--- src/rtl/unsigned_div_pkg.sv ---
// Shared types and defaults for the sequential unsigned divider.
// Used by unsigned_div_step and unsigned_div_seq.
package unsigned_div_pkg;

    localparam int DEF_DIVIDEND_W = 8;
    localparam int DEF_DIVISOR_W  = 4;

    typedef enum logic [1:0] {
        IDLE = 2'd0,
        BUSY = 2'd1,
        DONE = 2'd2
    } div_state_t;

    // Width of an iteration counter that must reach iterations-1.
    function automatic int cnt_width(input int iterations);
        return (iterations > 1) ? $clog2(iterations) : 1;
    endfunction

endpackage

--- src/rtl/unsigned_div_step.sv ---
// One radix-2 restoring-division iteration: shift in the next dividend bit,
// trial-subtract the divisor, keep the difference or restore, emit one quotient bit.
module unsigned_div_step
    import unsigned_div_pkg::*;
#(
    parameter int DIVISOR_W = DEF_DIVISOR_W
) (
    input  logic [DIVISOR_W:0]   i_prem,
    input  logic                 i_bit,
    input  logic [DIVISOR_W-1:0] i_divisor,
    output logic [DIVISOR_W:0]   o_prem,
    output logic                 o_qbit
);

    logic [DIVISOR_W+1:0] w_shifted;
    logic [DIVISOR_W:0]   w_diff;

    // NOTE: every always_comb output is assigned on every path, so no latch is inferred.
    always_comb begin
        w_shifted = {i_prem, i_bit};
        o_qbit    = (w_shifted >= (DIVISOR_W+2)'(i_divisor));
        // Low bits of the modular difference are exact whenever the trial succeeds.
        w_diff    = w_shifted[DIVISOR_W:0] - (DIVISOR_W+1)'(i_divisor);
        o_prem    = o_qbit ? w_diff : w_shifted[DIVISOR_W:0];
    end

endmodule

--- src/rtl/unsigned_div_seq.sv ---
// Sequential unsigned divider, one quotient bit per cycle, MSB first, ready/valid handshake.
// Optional macro UNSIGNED_DIV_ZERO_FLAG_EN: fast zero-divisor path with o_div_by_zero flag.
module unsigned_div_seq
    import unsigned_div_pkg::*;
#(
    parameter int DIVIDEND_W = DEF_DIVIDEND_W,
    parameter int DIVISOR_W  = DEF_DIVISOR_W
) (
    input  logic                  clk,
    input  logic                  rst,
    input  logic                  i_valid,
    input  logic [DIVIDEND_W-1:0] i_dividend,
    input  logic [DIVISOR_W-1:0]  i_divisor,
    output logic                  o_ready,
    output logic                  o_valid,
    input  logic                  i_out_ready,
    output logic [DIVIDEND_W-1:0] o_quot,
    output logic [DIVISOR_W-1:0]  o_rem,
    output logic                  o_div_by_zero
);

`ifdef UNSIGNED_DIV_ZERO_FLAG_EN
    localparam bit ZERO_FLAG_EN = 1'b1;
`else
    localparam bit ZERO_FLAG_EN = 1'b0;
`endif

    localparam int                CNT_W     = cnt_width(DIVIDEND_W);
    localparam logic [CNT_W-1:0]  LAST_ITER = CNT_W'(DIVIDEND_W - 1);

    div_state_t            r_state;
    logic [CNT_W-1:0]      r_count;
    logic [DIVISOR_W:0]    r_prem;
    logic [DIVIDEND_W-1:0] r_dq;       // dividend bits leave at the MSB, quotient bits enter at the LSB
    logic [DIVISOR_W-1:0]  r_divisor;
    logic                  r_zero;
    logic                  r_ready;
    logic                  r_valid;
    logic [DIVIDEND_W-1:0] r_quot;
    logic [DIVISOR_W-1:0]  r_rem;
    logic                  r_dbz;

    logic [DIVISOR_W:0]    w_prem_next;
    logic                  w_qbit;
    logic [DIVIDEND_W-1:0] w_dq_next;

    unsigned_div_step #(
        .DIVISOR_W (DIVISOR_W)
    ) u_step (
        .i_prem    (r_prem),
        .i_bit     (r_dq[DIVIDEND_W-1]),
        .i_divisor (r_divisor),
        .o_prem    (w_prem_next),
        .o_qbit    (w_qbit)
    );

    assign w_dq_next = {r_dq[DIVIDEND_W-2:0], w_qbit};

    // NOTE: non-blocking assignments so every register in this block sees pre-edge values.
    always_ff @(posedge clk) begin
        if (rst) begin
            r_state   <= IDLE;
            r_ready   <= 1'b1;
            r_valid   <= 1'b0;
            r_count   <= '0;
            r_prem    <= '0;
            r_dq      <= '0;
            r_divisor <= '0;
            r_zero    <= 1'b0;
            r_quot    <= '0;
            r_rem     <= '0;
            r_dbz     <= 1'b0;
        end else begin
            case (r_state)
                IDLE: begin
                    if (i_valid) begin
                        r_state   <= BUSY;
                        r_ready   <= 1'b0;
                        r_prem    <= '0;
                        r_dq      <= i_dividend;
                        r_divisor <= i_divisor;
                        r_zero    <= ZERO_FLAG_EN && (i_divisor == '0);
                        // A flagged zero divisor spends a single cycle before DONE.
                        r_count   <= (ZERO_FLAG_EN && (i_divisor == '0)) ? LAST_ITER : '0;
                    end
                end
                BUSY: begin
                    r_prem  <= w_prem_next;
                    r_dq    <= w_dq_next;
                    r_count <= r_count + 1'b1;
                    if (r_count == LAST_ITER) begin
                        r_state <= DONE;
                        r_valid <= 1'b1;
                        r_dbz   <= r_zero;
                        if (r_zero) begin
                            r_quot <= '1;
                            r_rem  <= r_dq[DIVISOR_W-1:0];
                        end else begin
                            r_quot <= w_dq_next;
                            r_rem  <= w_prem_next[DIVISOR_W-1:0];
                        end
                    end
                end
                DONE: begin
                    if (i_out_ready) begin
                        r_state <= IDLE;
                        r_valid <= 1'b0;
                        r_ready <= 1'b1;
                    end
                end
                default: begin
                    r_state <= IDLE;
                    r_valid <= 1'b0;
                    r_ready <= 1'b1;
                end
            endcase
        end
    end

    assign o_ready       = r_ready;
    assign o_valid       = r_valid;
    assign o_quot        = r_quot;
    assign o_rem         = r_rem;
    assign o_div_by_zero = r_dbz;

    // Handshake invariants: never ready and valid together; results frozen while stalled.
    a_ready_valid_excl : assert property (@(posedge clk) disable iff (rst)
        !(r_ready && r_valid));

    a_hold_stalled : assert property (@(posedge clk) disable iff (rst)
        (r_valid && !i_out_ready) |=>
            (r_valid && $stable(r_quot) && $stable(r_rem) && $stable(r_dbz)));

endmodule

--- config.mk ---
export PLATFORM = sky130hd
export DESIGN_NAME = unsigned_div_seq
export DESIGN_NICKNAME = d
export VERILOG_FILES = /design/src/rtl/unsigned_div_pkg.sv /design/src/rtl/unsigned_div_step.sv /design/src/rtl/unsigned_div_seq.sv
export SDC_FILE = /design/constraint.sdc
export NUM_CORES = 1
export LEC_CHECK = 0
export ABC_AREA = 1
export CAP_MARGIN = 20
export CORE_MARGIN = 8
export CORE_UTILIZATION = 40
export DETAILED_ROUTE_END_ITERATION = 12
export RECOVER_POWER = 50
export SLEW_MARGIN = 5
export SYNTH_ARGS = -nofsm -noshare
export SYNTH_HDL_FRONTEND = slang
export SYNTH_SLANG_ARGS = --single-unit
--- constraint.sdc ---
create_clock -name clk -period 5.5 [get_ports clk]
set_input_delay 1.65 -clock clk [delete_from_list [all_inputs] [get_ports clk]]
set_output_delay 1.65 -clock clk [all_outputs]
set_load 0.01 [all_outputs]
After elaboration in Yosys (flattened, before gate mapping)
Cells that the tools add are included.
{"block": "word_totals", "output_inout_bits": 15, "in_bits": 16, "reg_bits": 36}
{"block": "classes", "n_eq_ne": 6, "magnitude_cmp": 1, "mux": 17, "add_sub_neg": 2, "n_reduce_logical": 8, "bitwise": 2}
{"operator": "case mux 8 bit (2 select lines)", "count": 1}
{"operator": "2-to-1 mux 5 bit", "count": 2}
{"operator": "case mux 5 bit (2 select lines)", "count": 1}
{"operator": "AND reduction 3 bit", "count": 3}
{"operator": "2-to-1 mux 8 bit", "count": 1}
{"operator": ">= comparator 6 x 4 -> 1 bit", "count": 1}
{"operator": "2-to-1 mux 2 bit", "count": 3}
{"operator": "inequality test 2 bit (second input constant)", "count": 3}
{"operator": "case mux 1 bit (3 select lines)", "count": 2}
{"operator": "case mux 2 bit (3 select lines)", "count": 1}
{"operator": "case mux 3 bit (2 select lines)", "count": 1}
{"operator": "AND reduction 2 bit", "count": 3}
{"operator": "subtractor 5 x 4 -> 5 bit", "count": 1}
{"operator": "2-to-1 mux 1 bit", "count": 4}
{"operator": "adder 3 x 1 -> 3 bit (second input constant)", "count": 1}
{"operator": "== test 3 bit (second input constant)", "count": 1}
{"operator": "2-to-1 mux 3 bit", "count": 1}
{"operator": "== test 2 x 1 -> 1 bit (second input constant)", "count": 1}
{"operator": "== test 2 bit (second input constant)", "count": 1}
{"operator": "logical NOT 2 bit", "count": 1}
{"operator": "inverter 1 bit", "count": 2}
{"operator": "nonzero test 2 bit", "count": 1}

Logic depth before layout (Yosys ltp)
Gate-level depths: netlist (run 1).
{"block": "logic_depth", "word_depth": 3, "depth_mapped": 12}

Modules after synthesis
From an unflattened synthesis (run 1), not the netlist that was laid out.
{"block": "hier_totals", "hier_cells": 293, "area_unflattened_um2": 1898.1}
{"module": "unsigned_div_seq", "cells_per_inst": 248, "seq_area_each_um2": 720.7, "n_inst": 1, "area_each_um2": 1612.8}
{"module": "unsigned_div_step", "cells_per_inst": 45, "seq_area_each_um2": 0.0, "n_inst": 1, "area_each_um2": 285.3}

Worst setup path after synthesis (run 1)
OpenSTA, ideal clock, no wires.
{"block": "synth_path", "path_kind": "input to register", "start": "input port i_valid", "end": "register r_count[0]", "path_stages": 6, "setup_time_ps": 128, "slack_ps": 3127, "arrival_time_ps": 2245, "cell_sequence": "inv_1 -> nor2_2 -> nor2_4 -> buf_4 -> a21oi_1 -> nor2_1"}
{"block": "synth_via", "elab_chain_cells": 2}
{"element": "start, declared", "line": "unsigned_div_seq.sv:11", "rtl": "input logic i_valid,"}
{"element": "inequality test 2 bit (no line)"}
{"element": "AND reduction 2 bit (no line)"}
{"element": "end signal, assigned", "line": "unsigned_div_seq.sv:84", "rtl": "r_count <= (ZERO_FLAG_EN && (i_divisor == '0)) ? LAST_ITER : '0;"}
{"element": "end signal, assigned", "line": "unsigned_div_seq.sv:90", "rtl": "r_count <= r_count + 1'b1;"}
{"element": "end, declared", "line": "unsigned_div_seq.sv:32", "rtl": "logic [CNT_W-1:0] r_count;"}
No other way between the ends.
A chain may end at the register's enable or synchronous reset.

==> summary.md, run 1 <==
The synthesized-area fraction occupied by ao, oa, aoi and oai cells came out at 0.172. The count of cells resized by post-cts repair was 0. The accumulated negative setup slack is 0 ns, and the leakage power total is 0.899 nW. The number of enable-type register cells in the synthesized netlist came out at 0. On the final layout, the worst clock skew is 0.00532 ns. For the number of nets produced by synthesis, the log shows 261. In this run the mean area of a mapped cell was 7.53 um2.

During synthesis, Yosys emitted a total of 0 warnings. Hold repair after CTS inserted 0 buffers. For the maximum count of clock buffers along a single path, the log shows 2. The capturing point of the worst reg2reg path was o_rem[0].

Xor and xnor fraction of the mapped netlist area: 0.00488. Initial detailed-routing violation count: 112. For this design, the slowest cell found on the critical path is clkbuf_1.

The adder-cell area share of the yosys netlist works out to 0.0530. The run gives 4320 um2 as the core area. The floorplan has 24 rows. The final period utilization was 0.642; the arrival time at the worst endpoint was 3.70 ns. The tools report the total congestion overflow after global routing as 0. 31 I/O pins were placed. The total routing usage reported by global routing is 0.111, and the mean routed wirelength per cell is 11.9 um. The clock-pin slew reported for the worst setup and hold paths after clock tree synthesis is 0.08 ns, and the post-synthesis share of cell area spent on and, or, nand and nor gates is 0.251. The H-tree was split into 2 levels. The portion of the post-synthesis area used by sequential elements is 0.402, and the width of the chip is 83.0 um. Multiplexer share of the synthesized area: 0. The min-delay analysis places its worst path in the category flip-flop to flip-flop. The placed instances occupy a cell area of 2080 um2.

Setup repair after global routing left no endpoint under its margin. The largest total area in the synthesized netlist belongs to dfxtp_1. The actual slew at the worst max-slew pin came out at 1.14 ns. The worst register-to-register path has a depth of 11. The number of nets in the layout was 287. The number of buffers and inverters on the critical path is 3. The capturing element type of the critical path is a flip-flop. The signal on the critical path passes through dlygate4sd3_1 > clkbuf_1 > inv_1 > o21ai_1 > a21oi_1. Including well taps, the total number of placed cells is 309. The post-CTS setup-driven buffer insertion count was 0. The clock reaches the later pin of the worst-skew pair after 0.29 ns. The floorplan step set the die height to 83.0 um. Subtracting the final worst setup slack from the clock period gives 3.53 ns.

Fraction of post-synthesis cell area in the top cell type by area: 0.402. The effective utilization at floorplan came out at 0.415. The final standard cell count with taps included and fillers excluded came out at 317. The main flop type after synthesis was dfxtp_1. The tools report the number of global-route vias before repair as 1419. Among cell families on the critical path, the largest total delay comes from buffers and inverters.

The worst setup path is launched from an input port. The routed layout has 1499 vias. From synthesis to final layout, the design area changed by 21.1%. Power comes to 680 uW. The first global-routing pass estimated 6.48 mm of wire. For the maximum ir drop on the vdd rail, the log shows 0.165 mV. Ratio of cells with drive above 1 in the final layout: 0.0868. The number of clock buffers added by TritonCTS is 5. On the worst path, the slowest cell contributes a delay of 0.84 ns.

Dividing total power by cell area gives a power density of 313 nW/um2. The launch instance of the worst register-to-register path was r_dq[7]. For the worst setup path, the data required time is 5.67 ns.

After synthesis the netlist holds a flip-flop and latch count of 36. The highest clock rate is 283 MHz, and the count of cell types in the netlist is 30. The logs give 0 for the final number of hold-violating endpoints and 0.239 for the max-slew headroom at the worst pin. The most repeated cell in the gate-level netlist after synthesis was nand2_1. Count of input and output buffers: 29.

After routing the design area is 2170 um2. After technology mapping, the gate count stands at 238. Once detailed placement completed, the half-perimeter wirelength came to 2.64 mm. The number of antenna violations at the first check in global routing came out at 0. The number of antenna diodes in the final layout is 0.

The async set or reset register ratio after synthesis was 0. Setup violations remaining at the end of the flow were counted as 0. Counting buffers and inverters, the worst setup path is 5 cells deep. Once detail routing completed, the nets flagged for antenna violations numbered 0.

Yosys attributes the largest share of cell area to dfxtp_1 (40%), a21oi_1 (9.8%), nand2_1 (9.6%). Across all register-to-register paths, the minimum setup slack is 3.53 ns. Post-synth design cell area: 1790 um2.

Tracing the worst setup path back leads to its startpoint at rst. In the routed design, unresolved DRC markers number 0. Counting every sink on the clock net gives 36. The die covers 6880 um2. TritonCTS built the clock tree. The run finished with clean final reports.

The via count normalized by instance count came out at 4.73. Wires add up to 3.78 mm. Type of the worst setup path: input port to flip-flop. The worst hold slack after final layout was 0.463 ns. Counting instances in the post-synthesis netlist gives the leading cell types as nand2_1 (46), dfxtp_1 (36), a21oi_1 (35). Along the worst path, the maximum fanout reaches 25. The tools report the critical path capture point as r_dq[3]. The total count of max-transition violations in the final report is 0. Routability-driven placement finished with a final weighted congestion of 0.795. By area, the combinational part of the netlist is dominated by simple AND/OR/NAND/NOR gates.

The first-pass detailed-route iteration total was 4. The tools report the cell at the root of the clock tree as clkbuf_8. The number of max-cap violations came out at 0.

Entering global routing, the biggest net connects 26 pins.
-- logic make-up (layout without fill, tap and decap cells) --
family                     Yosys count  after routing
AOI/OAI and AO/OA                   61             61
xor gates and xnor gates             1              1
adders and majority gates            7              7
buffers and inverters               45             72
DFF                                 36             36
other                                1              1
and+or+nand+nor                     87             87
-- area by class of cell --
class                   count  area (um2)
clock buffers               7        86.3
clock inverters             1        7.51
fillers                   446        2150
inverters                  34         133
multi-input cells         157         865
flip-flops and latches     36         721
well taps                  52        65.1
repair buffers             30         294
-- cell usage in the layout, fill, tap and decap left out, drive strengths merged --
cell / synthesis / layout
clkinvlp: 0 / 1
conb: 1 / 1
nand2: 50 / 50
clkbuf: 3 / 8
ha: 6 / 6
or2: 2 / 2
a21oi: 35 / 35
clkinv: 2 / 2
a22oi: 1 / 1
xor2: 1 / 1
clkdlybuf4s50: 0 / 28
dlygate4sd3: 0 / 1
and2: 2 / 2
fa: 1 / 1
inv: 32 / 32
nand3: 20 / 20
nor2: 12 / 12
o21ai: 25 / 25
nand3b: 1 / 1
dfxtp: 36 / 36
-- flip-flops by register name, indices dropped and copies added (netlist names), 2 cells and up --
signal,cells
o_rem,4
r_count,3
r_prem,5
r_divisor,4
o_quot,8
r_state,2
r_dq,8
-- how the worst min path moves through the flow --
stage,start,end,cells past startpoint
floorplan,r_divisor[3],r_divisor[3],2
global placement,r_divisor[3],r_divisor[3],2
detailed placement,o_quot[7],o_quot[7],2
CTS,o_quot[7],o_quot[7],2
global route,o_valid,o_valid,2
finish,o_quot[1],o_quot[1],2
-- power by group --
part / total, mW / switching [mW] / leakage (nW) / internal (mW)
Clock: 0.201 / 0.0990 / 0.0445 / 0.102
Sequential: 0.287 / 0.0103 / 0.294 / 0.277
Combinational: 0.192 / 0.117 / 0.560 / 0.0749
-- stage by stage --
step,utilization,worst slack (ns)
after floorplan,-,3.13
after global placement,0.481,2.52
after detailed placement,0.481,2.51
after CTS,0.503,2.66
after global routing,0.502,1.77
final,0.502,1.97
-- worst min-delay path: stages, from the launching register on --
cell and delay (ns):
dfxtp_1 0.31, nand2_1 0.06, a21oi_1 0.05
-- per-layer routing --
metal  global-route usage  part of all wire
met1                0.135              0.49
met2                0.173              0.44
met3               0.0479             0.056
met4               0.0335             0.012
met5                    0                 0
Note: power is estimated with default switching activity, not from simulation.
==> inputs of run 2 (changes only) <==
==> constraint.sdc (replaced) <==
create_clock -name clk -period 3.5 [get_ports clk]
set_input_delay 1.05 -clock clk [delete_from_list [all_inputs] [get_ports clk]]
set_output_delay 1.05 -clock clk [all_outputs]
set_load 0.01 [all_outputs]
==> summary.md, run 2 (same netlist as run 1, synthesis figures left out) <==
The run finished with clean final reports. In this run the critical register-to-register path is captured at o_rem[0]. The via count normalized by instance count is 4.75 (+0.53%).

The core area was 4320 um2 (unchanged); the power density normalized to cell area was 486 nW/um2 (+55%). Count of input and output buffers: 29 (unchanged). The site row count was 24 (unchanged). For the number of buffers inserted for hold repair after clock tree synthesis, the log shows 0 (unchanged).

The total routing usage reported by global routing is 0.112 (+0.000427), and the total area of multi-input combinational cells is 857 um2 (-0.87%). Most common cell after layout, fill and taps aside: nand2_1. Based on the critical path, the design can be clocked at up to 402 MHz.

The actual slew at the worst max-slew pin was 0.760 ns (-0.381 ns); the wire length of the first global-routing pass was 6.50 mm (+0.31%). The minimum setup slack after placement is 1.08 ns (-1.43 ns), and the accumulated negative setup slack is 0 ns (unchanged). The clock period could shrink to 2.49 ns. The via count is 1507 (+0.53%), and the register area is 721 um2 (unchanged).

Endpoint of the worst hold-timing path: r_divisor[3]. The initial detailed-routing violation count is 57 (-49%). The worst hold path begins at r_divisor[3].

The vertical extent of the die was 83.0 um (unchanged). The mean routed wirelength per cell was 11.9 um (about the same); the leakage power total was 0.903 nW (+0.45%). The worst setup path is captured at a flip-flop. Floorplan die area: 6880 um2 (unchanged).

For the data required time at the worst endpoint, the log shows 3.68 ns (-1.99 ns). The number of cells on the worst hold path is 2 (unchanged), and the number of max-cap violations is 0 (unchanged). Met1 global-route usage: 0.132 (-0.00232). TritonCTS built the clock tree. The buffer and inverter count on the worst path is 3 (unchanged). For the post-CTS setup-driven buffer insertion count, the log shows 0 (unchanged). Among all stages on the critical path, the largest delay is contributed by dlygate4sd3_1. The logs give 3.78 mm (about the same) for the total wirelength of the detailed-routed design and 2 (unchanged) for the maximum count of clock buffers along a single path. The total count of max-transition violations in the final report is 0 (unchanged).

The clock-pin slew reported for the worst setup and hold paths after clock tree synthesis is 0.07 ns (about the same), and the stage delay of the slowest cell on the critical path is 0.77 ns (-0.07 ns). The sum of net half-perimeters after detailed placement was 2.76 mm (+4.5%). The weighted congestion at the end of routability-driven global placement came out at 0.790 (-0.67%). The worst setup path is launched from an input port. For the worst setup margin, the log shows 1.01 ns (-0.956 ns). The tightest min-delay check is of the flip-flop to flip-flop type. The first-pass detailed-route iteration total is 4 (unchanged), and the ratio of cells with drive above 1 in the final layout is 0.0868 (unchanged). The tools report the total congestion overflow after global routing as 0 (unchanged). The setup slack of the worst register-to-register path was 1.20 ns (-2.33 ns).

The area growth from synthesis to layout works out to 20.6%. The clock sink count was 36 (unchanged); the worst hold slack after final layout was 0.461 ns (-0.00199 ns). The number of antenna violations at the first check in global routing came out at 0 (unchanged). Number of cells in the design after placement: 309 (unchanged).

The number of levels in the clock H-tree is 2 (unchanged), and the largest net degree at the start of global routing is 24 (-7.7%). For the number of nets in the layout, the log shows 287 (unchanged). The number of global-route vias before repair came out at 1451 (+2.3%).

In the layout the commonest cells are nand2_1 (46), dfxtp_1 (36), a21oi_1 (35), clkdlybuf4s50_1 (28), inv_1 (27). The run gives 0 (unchanged) as the final number of hold-violating endpoints. The tools report the cell at the root of the clock tree as clkbuf_8. The effective utilization at floorplan is 0.415 (unchanged), and the setup skew after layout is 0.00243 ns (-0.00289 ns). The width of the chip was 83.0 um (unchanged). The worst register-to-register path begins at r_dq[7].

The max-slew headroom at the worst pin is 0.493 (+0.254), and the highest net fanout along the worst path is 17 (-32%). After global routing, the most crowded layer is met2. The logs give 0.0459 (-0.00195) for the met3 track demand over resource in global routing and 2.67 ns (-1.03 ns) for the arrival time at the worst endpoint. The final period utilization works out to 0.711. The run gives 0 (unchanged) as the number of antenna repair diodes. Setup repair after global routing left no endpoint under its margin. The number of fillers in the final layout was 449 (+0.67%); the maximum ir drop on the vdd rail was 0.239 mV (+44%). The tools report the met2 layer usage reported by global route as 0.178 (+0.00566).

Clock insertion delay at the later pin of the skew report: 0.28 ns (about the same). The type of the worst setup path is input port to flip-flop. The worst reg2reg path depth came out at 11 (unchanged). The number of failing setup endpoints in the final timing report was 0 (unchanged). The cell type group with the largest total delay on the critical path was buffers and inverters. The run gives 317 (unchanged) as the final standard cell count with taps included and fillers excluded. The critical path goes through dlygate4sd3_1 > clkbuf_1 > a21oi_1 > o21ai_0 > inv_1.

The number of I/O pins was 31 (unchanged); the number of DRC violations after detailed routing was 0 (unchanged). The count of cells resized by post-cts repair was 0 (unchanged). Total CTS buffers: 5 (unchanged).

The number of routed nets with antenna violations was 0 (unchanged).
-- run 2: cell count changes in the layout (fill, tap and decap cells not counted), sizes merged --
cell      before  now
clkinv         2    4
clkbuf         8    7
clkinvlp       1    0
-- run 2: final cells by class --
class / count / share of cell area
repair buffers: 30 / 0.136
clock inverters: 2 / 0.00463
inverters: 34 / 0.0613
flip-flops and latches: 36 / 0.333
well taps: 52 / 0.0301
multi-input cells: 157 / 0.396
clock buffers: 6 / 0.0382
-- run 2: report_power, final --
part	total (mW)	leakage [nW]	switching [mW]	internal [mW]
Combinational	0.293	0.558	0.179	0.114
Clock	0.306	0.0510	0.148	0.157
Sequential	0.452	0.294	0.0166	0.436
-- run 2: layer usage --
layer  up-vias  routed length, um
met5         -                  0
met4         0                 22
met3         2                241
met2        30               1780
met1       658               1740
li1        817                  -
-- run 2: worst max path at each step --
| stage | start | endpoint | slack [ns] | cells after the start |
|---|---|---|---|---|
| after global placement | i_valid | r_dq[0] | 1.10 | 6 |
| after floorplan | i_valid | r_count[0] | 1.73 | 6 |
| after detailed placement | i_valid | r_dq[0] | 1.08 | 6 |
| final | rst | o_rem[1] | 1.01 | 5 |
| after global routing | rst | o_rem[1] | 0.90 | 5 |
| after CTS | o_quot[6] | o_quot[6] | 1.28 | 1 |
-- run 2: worst reg2reg max path, delay by kind of cell, from the launching register on --
family | cells | cell delay [ns]
and+or+nand+nor | 4 | 0.96
AOI/OAI and AO/OA | 1 | 0.12
adders and majority gates | 2 | 0.56
buffers and inverters | 4 | 0.27
DFF | 1 | 0.30
-- run 2: per-stage QoR --
| step | power, mW | util | area (um2) |
|---|---|---|---|
| floorplan | 0.703 | - | 1790 |
| global placement | 0.767 | 0.481 | 2080 |
| detailed placement | 0.767 | 0.481 | 2080 |
| CTS | 1.07 | 0.503 | 2170 |
| global route | 1.13 | 0.500 | 2160 |
| finish | 1.05 | 0.500 | 2160 |
